**config.mk**
```make
export PLATFORM = sky130hd
export DESIGN_NAME = spoofer_checker_avst
export DESIGN_NICKNAME = d
export VERILOG_FILES = /design/src/rtl/spoofer_checker_avst.sv
export SDC_FILE = /design/constraint.sdc
export NUM_CORES = 1
export LEC_CHECK = 0
export ABC_AREA = 1
export BUFFER_PORTS_ARGS = -buffer_cell sky130_fd_sc_hd__buf_2
export CORE_UTILIZATION = 30
export CTS_CLUSTER_DIAMETER = 40
export CTS_CLUSTER_SIZE = 20
export DETAILED_ROUTE_END_ITERATION = 8
export SLEW_MARGIN = 20
export SYNTH_ARGS = -nofsm -noshare
export SYNTH_HDL_FRONTEND = slang
export SYNTH_SLANG_ARGS = --single-unit
```
**constraint.sdc**
```tcl
create_clock -name clk -period 3.4 [get_ports clk]
set_input_delay 0.51 -clock clk [delete_from_list [all_inputs] [get_ports clk]]
set_output_delay 0.51 -clock clk [all_outputs]
set_load 0.02 [all_outputs]
```
**src/rtl/spoofer_checker_avst.sv**
```systemverilog
`default_nettype none
// ============================================================================
// Module   : spoofer_checker_avst
// Brief    : Avalon-ST sink that checks an incrementing counter stream, with
//            optional LFSR backpressure, saturating counters and first-error capture.
// Revision : 1.0 - initial release
// ============================================================================
module spoofer_checker_avst #(
  parameter int DATA_WIDTH = 32,
  parameter int CNT_WIDTH  = 16
) (
  input  logic                  clk,
  input  logic                  rst,
  input  logic                  enable_i,
  input  logic                  stall_en_i,
  input  logic                  clear_i,
  input  logic                  valid_i,
  input  logic [DATA_WIDTH-1:0] data_i,
  output logic                  ready_o,
  output logic                  locked_o,
  output logic                  error_o,
  output logic [CNT_WIDTH-1:0]  beat_count_o,
  output logic [CNT_WIDTH-1:0]  error_count_o,
  output logic [DATA_WIDTH-1:0] first_err_expected_o,
  output logic [DATA_WIDTH-1:0] first_err_actual_o
);

  localparam logic [1:0]            S_IDLE    = 2'd0;
  localparam logic [1:0]            S_SYNC    = 2'd1;
  localparam logic [1:0]            S_TRACK   = 2'd2;
  localparam logic [15:0]           LFSR_SEED = 16'hACE1;
  localparam logic [CNT_WIDTH-1:0]  CNT_MAX   = '1;
  localparam logic [CNT_WIDTH-1:0]  CNT_ONE   = CNT_WIDTH'(1);
  localparam logic [DATA_WIDTH-1:0] DATA_ONE  = DATA_WIDTH'(1);

  logic [1:0]            state_q, state_d;
  logic [15:0]           lfsr_q, lfsr_d;
  logic                  ready_q, ready_d;
  logic [DATA_WIDTH-1:0] expected_q, expected_d;
  logic [CNT_WIDTH-1:0]  beat_q, beat_d;
  logic [CNT_WIDTH-1:0]  errc_q, errc_d;
  logic                  error_q, error_d;
  logic [DATA_WIDTH-1:0] cap_exp_q, cap_exp_d;
  logic [DATA_WIDTH-1:0] cap_act_q, cap_act_d;

  logic xfer;
  logic lfsr_fb;

  assign xfer    = valid_i & ready_q;
  // Fibonacci taps 16,14,13,11 in right-shift form: bits 0,2,3,5 feed bit 15
  assign lfsr_fb = lfsr_q[0] ^ lfsr_q[2] ^ lfsr_q[3] ^ lfsr_q[5];

  function automatic logic [CNT_WIDTH-1:0] sat_inc(input logic [CNT_WIDTH-1:0] v);
    return (v == CNT_MAX) ? v : v + CNT_ONE;
  endfunction

  // State register
  always_ff @(posedge clk) begin
    if (rst) state_q <= S_IDLE;
    else     state_q <= state_d;
  end

  // Next-state logic; clear overrides a transfer in the same cycle
  always_comb begin
    state_d = state_q;
    if (clear_i) begin
      state_d = enable_i ? S_SYNC : S_IDLE;
    end else if (!enable_i) begin
      state_d = S_IDLE;
    end else begin
      case (state_q)
        S_IDLE:  state_d = S_SYNC;
        S_SYNC:  if (xfer) state_d = S_TRACK;
        S_TRACK: state_d = S_TRACK;
        default: state_d = S_IDLE;
      endcase
    end
  end

  // FSM outputs
  always_comb begin
    locked_o = (state_q == S_TRACK);
  end

  always_comb begin
    lfsr_d  = stall_en_i ? {lfsr_fb, lfsr_q[15:1]} : lfsr_q;
    ready_d = enable_i & ~(stall_en_i & lfsr_q[0]);
  end

  always_comb begin
    expected_d = expected_q;
    beat_d     = beat_q;
    errc_d     = errc_q;
    error_d    = error_q;
    cap_exp_d  = cap_exp_q;
    cap_act_d  = cap_act_q;
    if (clear_i) begin
      beat_d    = '0;
      errc_d    = '0;
      error_d   = 1'b0;
      cap_exp_d = '0;
      cap_act_d = '0;
    end else if (xfer && state_q == S_SYNC) begin
      expected_d = data_i + DATA_ONE;
      beat_d     = sat_inc(beat_q);
    end else if (xfer && state_q == S_TRACK) begin
      beat_d     = sat_inc(beat_q);
      expected_d = data_i + DATA_ONE;
      if (data_i != expected_q) begin
        errc_d  = sat_inc(errc_q);
        error_d = 1'b1;
        if (!error_q) begin
          cap_exp_d = expected_q;
          cap_act_d = data_i;
        end
      end
    end
  end

  always_ff @(posedge clk) begin
    if (rst) begin
      lfsr_q     <= LFSR_SEED;
      ready_q    <= 1'b0;
      expected_q <= '0;
      beat_q     <= '0;
      errc_q     <= '0;
      error_q    <= 1'b0;
      cap_exp_q  <= '0;
      cap_act_q  <= '0;
    end else begin
      lfsr_q     <= lfsr_d;
      ready_q    <= ready_d;
      expected_q <= expected_d;
      beat_q     <= beat_d;
      errc_q     <= errc_d;
      error_q    <= error_d;
      cap_exp_q  <= cap_exp_d;
      cap_act_q  <= cap_act_d;
    end
  end

  assign ready_o              = ready_q;
  assign error_o              = error_q;
  assign beat_count_o         = beat_q;
  assign error_count_o        = errc_q;
  assign first_err_expected_o = cap_exp_q;
  assign first_err_actual_o   = cap_act_q;

endmodule
`default_nettype wire

```
; After elaboration in Yosys (flattened, before gate mapping)
; Cells that the tools add are included.
[word_totals]
ff_bits = 148
input_bits = 38
output_inout_bits = 99
wordCells = 48
[classes]
addsub = 3
eq_ne = 6
muxes = 10
n_bitwise = 11
reduce_logical = 9
[ops]
columns = operator, count
row1 = $mux W32, 2
row2 = $mux W16, 3
row3 = $add A16 B1 Y16 const B, 2
row4 = $add A32 B1 Y32 const B, 1
row5 = $eq A16 B16 Y1 const B, 2
row6 = $ne A32 B32 Y1, 1
row7 = $reduce_and A4 Y1, 2
row8 = $mux W2, 3
row9 = $pmux W2 S3, 1
row10 = $not A1 Y1, 5
row11 = $ne A4 B4 Y1 const B, 1
row12 = $and A1 B1 Y1, 3
row13 = $reduce_and A3 Y1, 1
row14 = $xor A1 B1 Y1, 3
row15 = $eq A2 B1 Y1 const B, 1
row16 = $eq A2 B2 Y1 const B, 1
row17 = $logic_and A1 B1 Y1, 2
row18 = $logic_not A2 Y1, 1
row19 = $reduce_and A2 Y1, 1
row20 = $reduce_bool A2 Y1, 1
row21 = $reduce_or A2 Y1, 1
row22 = $mux W1, 1

; Longest topological paths before layout
; Gate-level depths: netlist of the first run.
[logic_depth]
word_depth = 5
mapped_depth = 15
ltp_nobuf = 12

; Least setup slack after synthesis of the first run
; Ideal clock, no wire load.
[synth_path]
path_type = register to register
startpoint = register errc_q[1], in the netlist error_count_o[1]
endpoint = register errc_q[0], in the netlist error_count_o[0]
setup_ns = 0.113
arrival_ns = 1.745
t_required_ns = 3.287
path_slack_ns = 1.542
stages_incl_launch_ff = 12
path_buffers = 1
synth_period_minus_slack_ns = 1.858
cell_sequence = dfxtp_1 > ha_1 > nand2_1 > nor2_1 > nand4_1 > nor2_1 > inv_1 > nand3_1 > buf_2 > nand2_1 > nand2_1 > nor2_1
[synth_between]
elab_chain_len = 3
[synth_rtl]
columns = element, line
row1 = start: declaration, 41  ; logic [CNT_WIDTH-1:0] errc_q, errc_d;
row2 = start signal: assignment, 135  ; errc_q <= errc_d;
row3 = $eq A16 B16 Y1, 54  ; return (v == CNT_MAX) ? v : v + CNT_ONE;
row4 = $not A1 Y1 (no line), --
row5 = $reduce_and A4 Y1 (no line), --
; No other way between the ends.
; A chain may end at the register's enable or synchronous reset.

; Worst setup path in the final report of the first run
[layout_path]
startpoint = register errc_q[1], in the netlist error_count_o[1]
endpoint = register errc_q[1], in the netlist error_count_o[1]
[layout_between]
elab_chain_len = 3
word_cells_on_any_way = 4
cone_classes = add/sub: 1 / eq/ne: 1 / bitwise: 1 / reduce/logical: 1
[layout_rtl]
columns = element
row1 = branches (longest 3 deep; another with $add A16 B1 Y16)
; Several ways; the timed one is not identified.

==> summary.md, run 1 <==
| Metric | Value |
|---|---|
| Die area | `0.02590 mm^2` |
| Critical Path Source Type | `register` |
| Routed Antenna Nets | `0` |
| Crit-path cells | `ha_1 -> nand2_1 -> nor2_1 -> nand4_1 -> nor2_1 -> inv_1 -> nand3_1 -> nand2_1 -> nand2_1 -> nor2_1` |
| Post-synthesis async set-or-reset flop share | `0%` |
| Worst skew pair latency | `0.43 ns` |
| Syn avg cell area | `6.364 um^2` |
| Number of synthesized register bits | `148` |
| CP Class | `reg2reg` |
| Vias in the first global route | `6470` |
| Initial antenna violation count | `2` |
| Status | `finished clean` |
| Synth Cell Area | `0.007580 mm^2` |
| R2R cell count | `10` |
| Skew final | `0.009804 ns` |
| Post-layout util | `37.55%` |
| Worst min-delay path category | `in2reg` |
| Endpoints failing setup | `0` |
| Crit. End Element | `register` |
| First drt pass iteration count | `6` |
| Final hold vios | `0` |
| Worst setup path startpoint | `error_count_o[1]` |
| Num rows | `57` |
| Worst vdd ir | `0.2939 mV` |
| Worst setup endpoint | `error_count_o[1]` |
| GRT Total Usage | `16.31%` |
| Area leader, netlist | `dfxtp_1` |
| Via/cell ratio | `4.377` |
| Fin Setup TNS | `0 ns` |
| Top post-synthesis cells by area | `dfxtp_1, nand2_1, nor2_1, inv_1, nand3_1` |
| Critical path data required time | `3.73 ns` |
| Final Cycle Share | `64.72%` |
| Sequential cell area fraction in the yosys report | `39.09%` |
| Core area | `0.02453 mm^2` |
| Share of layout cells above drive strength 1 | `14.59%` |
| CTS root buf | `clkbuf_16` |
| Post_cts resized | `0` |
| Die Wd | `161.0 um` |
| Clock Tree Buf Depth | `2` |
| Clk sinks | `148` |
| Largest net degree at the start of global routing | `48` |
| GP Congestion | `0.8629` |
| CTS HTree Levels | `4` |
| Final #Nets | `1354` |
| Final slew viol count | `0` |
| Post-synth EDFFs | `0` |
| Initial Util | `30.90%` |
| Max cap viols | `0` |
| Reg-to-Reg Start | `error_count_o[1]` |
| Synth top area share | `39.09%` |
| PD cells | `440.5 mW/mm^2` |
| Critical path arrival | `2.53 ns` |
| # DRC | `0` |
| Static leakage | `4.759 nW` |
| Primary FF master, synth | `dfxtp_1` |
| Gate count after technology mapping | `1191` |
| Worst stage delay on the critical path | `0.40 ns` |
| Postcts setup bufs | `0` |
| # IOs | `137` |
| Slew HR | `28.41%` |
| Fin crit period | `2.200 ns` |
| CP max-delay cell | `dfxtp_1` |
| Yosys cell types | `31` |
| Initial DRC Count | `472` |
| Syn_nets | `1235` |
| F_max | `0.4544 GHz` |
| Total congestion overflow | `0` |
| RSZ-0062 raised after global routing | `false` |
| Worst-path fanout max | `11` |
| DR vias | `7217` |
| Post-DR wirelength/cell | `12.54 um` |
| FF-to-FF setup slack | `1.20 ns` |
| Die height | `161.0 um` |
| DP HPWL | `15.00 mm` |
| Yosys synthesis warning count | `0` |
| Post-Route WL | `20.68 mm` |
| Worst slew pin tran | `1.067 ns` |
| Layout Area Growth over Synthesis | `21.54%` |
| Cts bufs inserted | `17` |
| Buffers on Ports | `136` |
| RR Endpoint | `error_count_o[1]` |
| Clk slew on worst S/H paths | `0.06 ns` |
| CTS tree | `built` |
| Cts hold-fix bufs | `0` |
| First-pass GRT wire length | `33.73 mm` |
## layout by cell type (no fill, tap or decap), types with 2 or more instances in the layout
cell type | Yosys | final
nand2_1 | 321 | 321
nor2_1 | 252 | 250
inv_1 | 174 | 173
dfxtp_1 | 148 | 148
buf_2 | 14 | 136
nand3_1 | 51 | 50
o21ai_0 | 41 | 41
a21oi_1 | 29 | 29
xnor2_1 | 29 | 29
nand4_1 | 24 | 24
xor2_1 | 20 | 20
clkbuf_16 | 0 | 17
nor3_1 | 15 | 15
buf_4 | 14 | 14
o211ai_1 | 7 | 7
ha_1 | 6 | 6
bufinv_16 | 0 | 4
a211oi_1 | 3 | 3
o21ai_1 | 3 | 3
nor2_2 | 2 | 3
clkinvlp_4 | 0 | 3
diode_2 | 0 | 2
o221ai_1 | 2 | 2
or2_2 | 2 | 2
inv_6 | 0 | 2
clkbuf_8 | 0 | 2
clkbuf_1 | 23 | 2
buf_12 | 0 | 2
## layer usage
layer	GRT usage [%]	share of wire, %	vias up
li1	-	-	3856
met1	22.48	49	3181
met2	25.71	45	168
met3	3.667	5.7	12
met4	3.816	0.65	0
met5	0	0	-
## worst max-delay path, delay by kind of cell, from the launching register on
kind                     cells  cell delay, ns
AND/OR/NAND/NOR              8            1.35
flip-flops                   1            0.40
adder cells (fa/ha/maj)      1            0.21
buffers and inverters        1            0.13
## flip-flops by register name (all words and copies together) (netlist names)
register / count
beat_count_o: 16
error_count_o: 16
error_o: 1
expected_q: 32
first_err_actual_o: 32
first_err_expected_o: 32
lfsr_q: 16
ready_o: 1
state_q: 2
## Yosys cell counts (2+ instances only)
cell	n
a211oi_1	3
a21oi_1	29
buf_2	14
buf_4	14
clkbuf_1	23
dfxtp_1	148
ha_1	6
inv_1	174
nand2_1	321
nand3_1	51
nand4_1	24
nor2_1	252
nor2_2	2
nor3_1	15
nor3b_1	2
o211ai_1	7
o21ai_0	41
o21ai_1	3
o221ai_1	2
or2_2	2
xnor2_1	29
xor2_1	20
## cells by family (layout without fill, tap and decap cells)
group           Yosys count  in the layout  synth area share, %
flops                   148            148                39.09
xor+xnor                 49             49                5.662
other cells               0              2                    0
compound gates           88             88                6.339
simple gates            673            673                35.75
fa+ha+maj                 6              6               0.9904
buf+inv                 227            359                12.17
## per-stage QoR
stage | setup slack, ns | hold WS (ns) | power [mW] | cell area, um^2 | instances
6_report | 1.200 | 0.3368 | 4.058 | 9213 | 1649
5_1_grt | 1.026 | 0.3462 | 4.211 | 9210 | 1648
4_1_cts | 1.254 | 0.3272 | 4.096 | 9208 | 1647
3_5_place_dp | 1.067 | 0.4459 | 2.036 | 8573 | 1615
3_3_place_gp | 1.099 | 0.4396 | 2.034 | 8573 | 1615
2_1_floorplan | 1.542 | 0.4292 | 1.951 | 7580 | 1191
## layout make-up
class / instances / area (um^2)
diodes: 2 / 5.005
multi-input cells: 816 / 3722
flip-flops and latches: 148 / 2963
inverters: 175 / 656.9
clock inverters: 11 / 173.9
fillers: 2649 / 15320
clock buffers: 21 / 460.4
well taps: 324 / 405.4
repair buffers: 152 / 825.8
## how the worst min path moves through the flow
stage / start / end / slack, ns / cells after the start
6_report: enable_i / ready_o / 0.34 / 3
5_1_grt: enable_i / ready_o / 0.35 / 3
4_1_cts: enable_i / ready_o / 0.33 / 3
3_5_place_dp: lfsr_q[6] / lfsr_q[6] / 0.45 / 2
3_3_place_gp: lfsr_q[6] / lfsr_q[6] / 0.44 / 2
2_1_floorplan: lfsr_q[11] / lfsr_q[11] / 0.43 / 2
## where the power goes
part | total (mW) | internal, mW | switching [mW]
logic | 0.225 | 0.0737 | 0.152
clock network | 2.06 | 1.27 | 0.789
registers | 1.77 | 1.76 | 0.0145
total | 4.06 | 3.10 | 0.955
Note: power is estimated with default switching activity, not from simulation.
==> run 2: changes to the inputs <==
Clock period 3.4 ns to 2.1 ns, I/O delays scaled along.
==> summary.md, run 2 (synthesis gave the netlist of run 1 again) <==
| Metric | Value |
|---|---|
| Status | `finished clean (unchanged)` |
| Die Wd | `161.0 um (unchanged)` |
| Worst-path fanout max | `14 (was 11)` |
| Clock Tree Buf Depth | `2 (unchanged)` |
| Commonest cells after routing, fill and taps aside | `nand2_1, nor2_1, inv_1, dfxtp_1, buf_2 (unchanged)` |
| CTS tree | `built (unchanged)` |
| Cts bufs inserted | `17 (unchanged)` |
| Filler cell count | `2647 (was 2649)` |
| CP max-delay cell | `dfxtp_1 (unchanged)` |
| First drt pass iteration count | `5 (was 6)` |
| F_max | `0.5290 GHz (was 0.4544 GHz)` |
| Fin crit period | `1.890 ns (was 2.200 ns)` |
| Initial DRC Count | `489 (was 472)` |
| Final hold vios | `0 (unchanged)` |
| # IOs | `137 (unchanged)` |
| Post-DR wirelength/cell | `12.76 um (was 12.54 um)` |
| R2R cell count | `12 (was 10)` |
| Skew final | `0.009422 ns (was 0.009804 ns)` |
| Routed Antenna Nets | `0 (unchanged)` |
| Commonest non-fill, non-tap cell in the layout | `nand2_1 (unchanged)` |
| Critical Path Source Type | `register (unchanged)` |
| Final slew viol count | `0 (unchanged)` |
| Cell mode on critical path | `nand2_1` |
| Die height | `161.0 um (unchanged)` |
| Reg-to-Reg Start | `expected_q[8] (was error_count_o[1])` |
| CTS HTree Levels | `4 (unchanged)` |
| Post-Route WL | `21.48 mm (was 20.68 mm)` |
| RR Endpoint | `error_count_o[5] (was error_count_o[1])` |
| DP HPWL | `15.68 mm (was 15.00 mm)` |
| Share of layout cells above drive strength 1 | `17.17% (was 14.59%)` |
| Clk slew on worst S/H paths | `0.06 ns (about the same)` |
| Tot Pwr | `6.575 mW (was 4.058 mW)` |
| Final Cycle Share | `90.01% (was 64.72%)` |
| Initial Util | `30.90% (unchanged)` |
| Pre-CTS setup slack | `0.05017 ns (was 1.067 ns)` |
| Crit-path cells | `xnor2_1 -> nand2_1 -> nor2_1 -> nand2_1 -> nor2_1 -> nand2_2 -> buf_4 -> buf_4 -> nand3_1 -> nand2_1 -> nand2_1 -> nor2_1 (was ha_1 -> nand2_1 -> nor2_1 -> nand4_1 -> nor2_1 -> inv_1 -> nand3_1 -> nand2_1 -> nand2_1 -> nor2_1)` |
| # placed instances | `1646 (was 1615)` |
| Hold path endpoint | `ready_o (unchanged)` |
| RSZ-0062 raised after global routing | `false (unchanged)` |
| Buffers on Ports | `136 (unchanged)` |
| Core area | `0.02453 mm^2 (unchanged)` |
| CTS root buf | `clkbuf_16 (unchanged)` |
| CP Class | `reg2reg (unchanged)` |
| Slew HR | `66.18% (was 28.41%)` |
| Max cap viols | `0 (unchanged)` |
| Fin Setup TNS | `0 ns (unchanged)` |
| Via/cell ratio | `4.438 (was 4.377)` |
| GP Congestion | `0.9095 (was 0.8629)` |
| Critical path data required time | `2.40 ns (was 3.73 ns)` |
| Worst slew pin tran | `0.5067 ns (was 1.067 ns)` |
| Largest net degree at the start of global routing | `66 (was 48)` |
| Clk sinks | `148 (unchanged)` |
| Crit. End Element | `register (unchanged)` |
| Worst min-delay path category | `in2reg (unchanged)` |
| Cts hold-fix bufs | `0 (unchanged)` |
| Total congestion overflow | `0 (unchanged)` |
| FF-to-FF setup slack | `0.21 ns (was 1.20 ns)` |
| Num rows | `57 (unchanged)` |
| Worst skew pair latency | `0.43 ns (about the same)` |
| GRT Total Usage | `16.92% (was 16.31%)` |
| Static leakage | `4.926 nW (was 4.759 nW)` |
| Finished Layout Cells | `1683 (was 1649)` |
| Initial antenna violation count | `2 (unchanged)` |
| # DRC | `0 (unchanged)` |
| Final #Nets | `1388 (was 1354)` |
| DR vias | `7469 (was 7217)` |
| HP Start | `enable_i (unchanged)` |
| Worst hold stages | `3 (unchanged)` |
| PD cells | `691.6 mW/mm^2 (was 440.5 mW/mm^2)` |
| Worst vdd ir | `0.4090 mV (was 0.2939 mV)` |
| Die area | `0.02590 mm^2 (unchanged)` |
| Endpoints failing setup | `0 (unchanged)` |
| Fin worst setup slack | `0.2098 ns (was 1.200 ns)` |
| First-pass GRT wire length | `34.73 mm (was 33.73 mm)` |
| Worst stage delay on the critical path | `0.38 ns (was 0.40 ns)` |
| Layout Area Growth over Synthesis | `25.44% (was 21.54%)` |
| Vias in the first global route | `6839 (was 6470)` |
| Critical path arrival | `2.19 ns (was 2.53 ns)` |
| Hold Worst Slack | `0.1490 ns (was 0.3368 ns)` |
## run 2: changes by cell type in the layout (fill, tap and decap cells not counted), sizes merged
cell	delta
inv	+2
clkbuf	-3
nand3	+1
clkinvlp	+1
buf	+33
## run 2: layout make-up
cell class                      instances  area (um^2)  share of cell area [%]
Clock inverter                         14        202.7                   2.132
Tap cell                              324        405.4                   4.264
Sequential cell                       148         2963                   31.16
Inverter                              175        656.9                   6.909
Multi-Input combinational cell        817         3747                   39.41
Antenna cell                            2        5.005                 0.05264
Clock buffer                           18        429.2                   4.514
Timing Repair Buffer                  185         1099                   11.55
## run 2: worst max path at each step
stage	start	end	slack, ns	cells past startpoint
6_report	expected_q[8]	error_count_o[5]	0.21	12
5_1_grt	expected_q[9]	error_count_o[8]	0.01	12
4_1_cts	state_q[1]	beat_count_o[9]	0.10	10
3_5_place_dp	data_i[3]	error_count_o[0]	0.05	12
3_3_place_gp	data_i[3]	error_count_o[1]	0.04	12
2_1_floorplan	error_count_o[1]	error_count_o[0]	0.24	11
## run 2: critical path, delay by kind of cell, from the launching register on
family	cells	cell delay, ns
buffers and inverters	2	0.39
flip-flops	1	0.38
XOR/XNOR	1	0.13
AND/OR/NAND/NOR	9	0.87
## run 2: metal layers
layer	global-route usage, %	vias up	share of wire (%)
li1	-	3927	-
met1	22.62	3307	48
met2	26.25	203	44
met3	3.667	32	5.5
met4	7.033	0	2.2
met5	0	-	0
## run 2: timing repair
item | CTS | global route
endpoints found under the setup margin | 0 | 44
gates resized for setup | 0 | 5
setup buffers | 0 | 2
## run 2: power by group
group / leakage (nW) / switching [mW] / internal (mW)
registers: 1.20 / 0.0235 / 2.84
clock network: 0.294 / 1.31 / 2.00
logic: 3.44 / 0.249 / 0.142
## run 2: stage by stage
step                      utilization, %  instance area (um^2)
after floorplan                        -                  7580
after global placement             36.00                  8831
after detailed placement           36.00                  8831
after CTS                          38.57                  9463
after global routing               38.74                  9505
final                              38.75                  9508
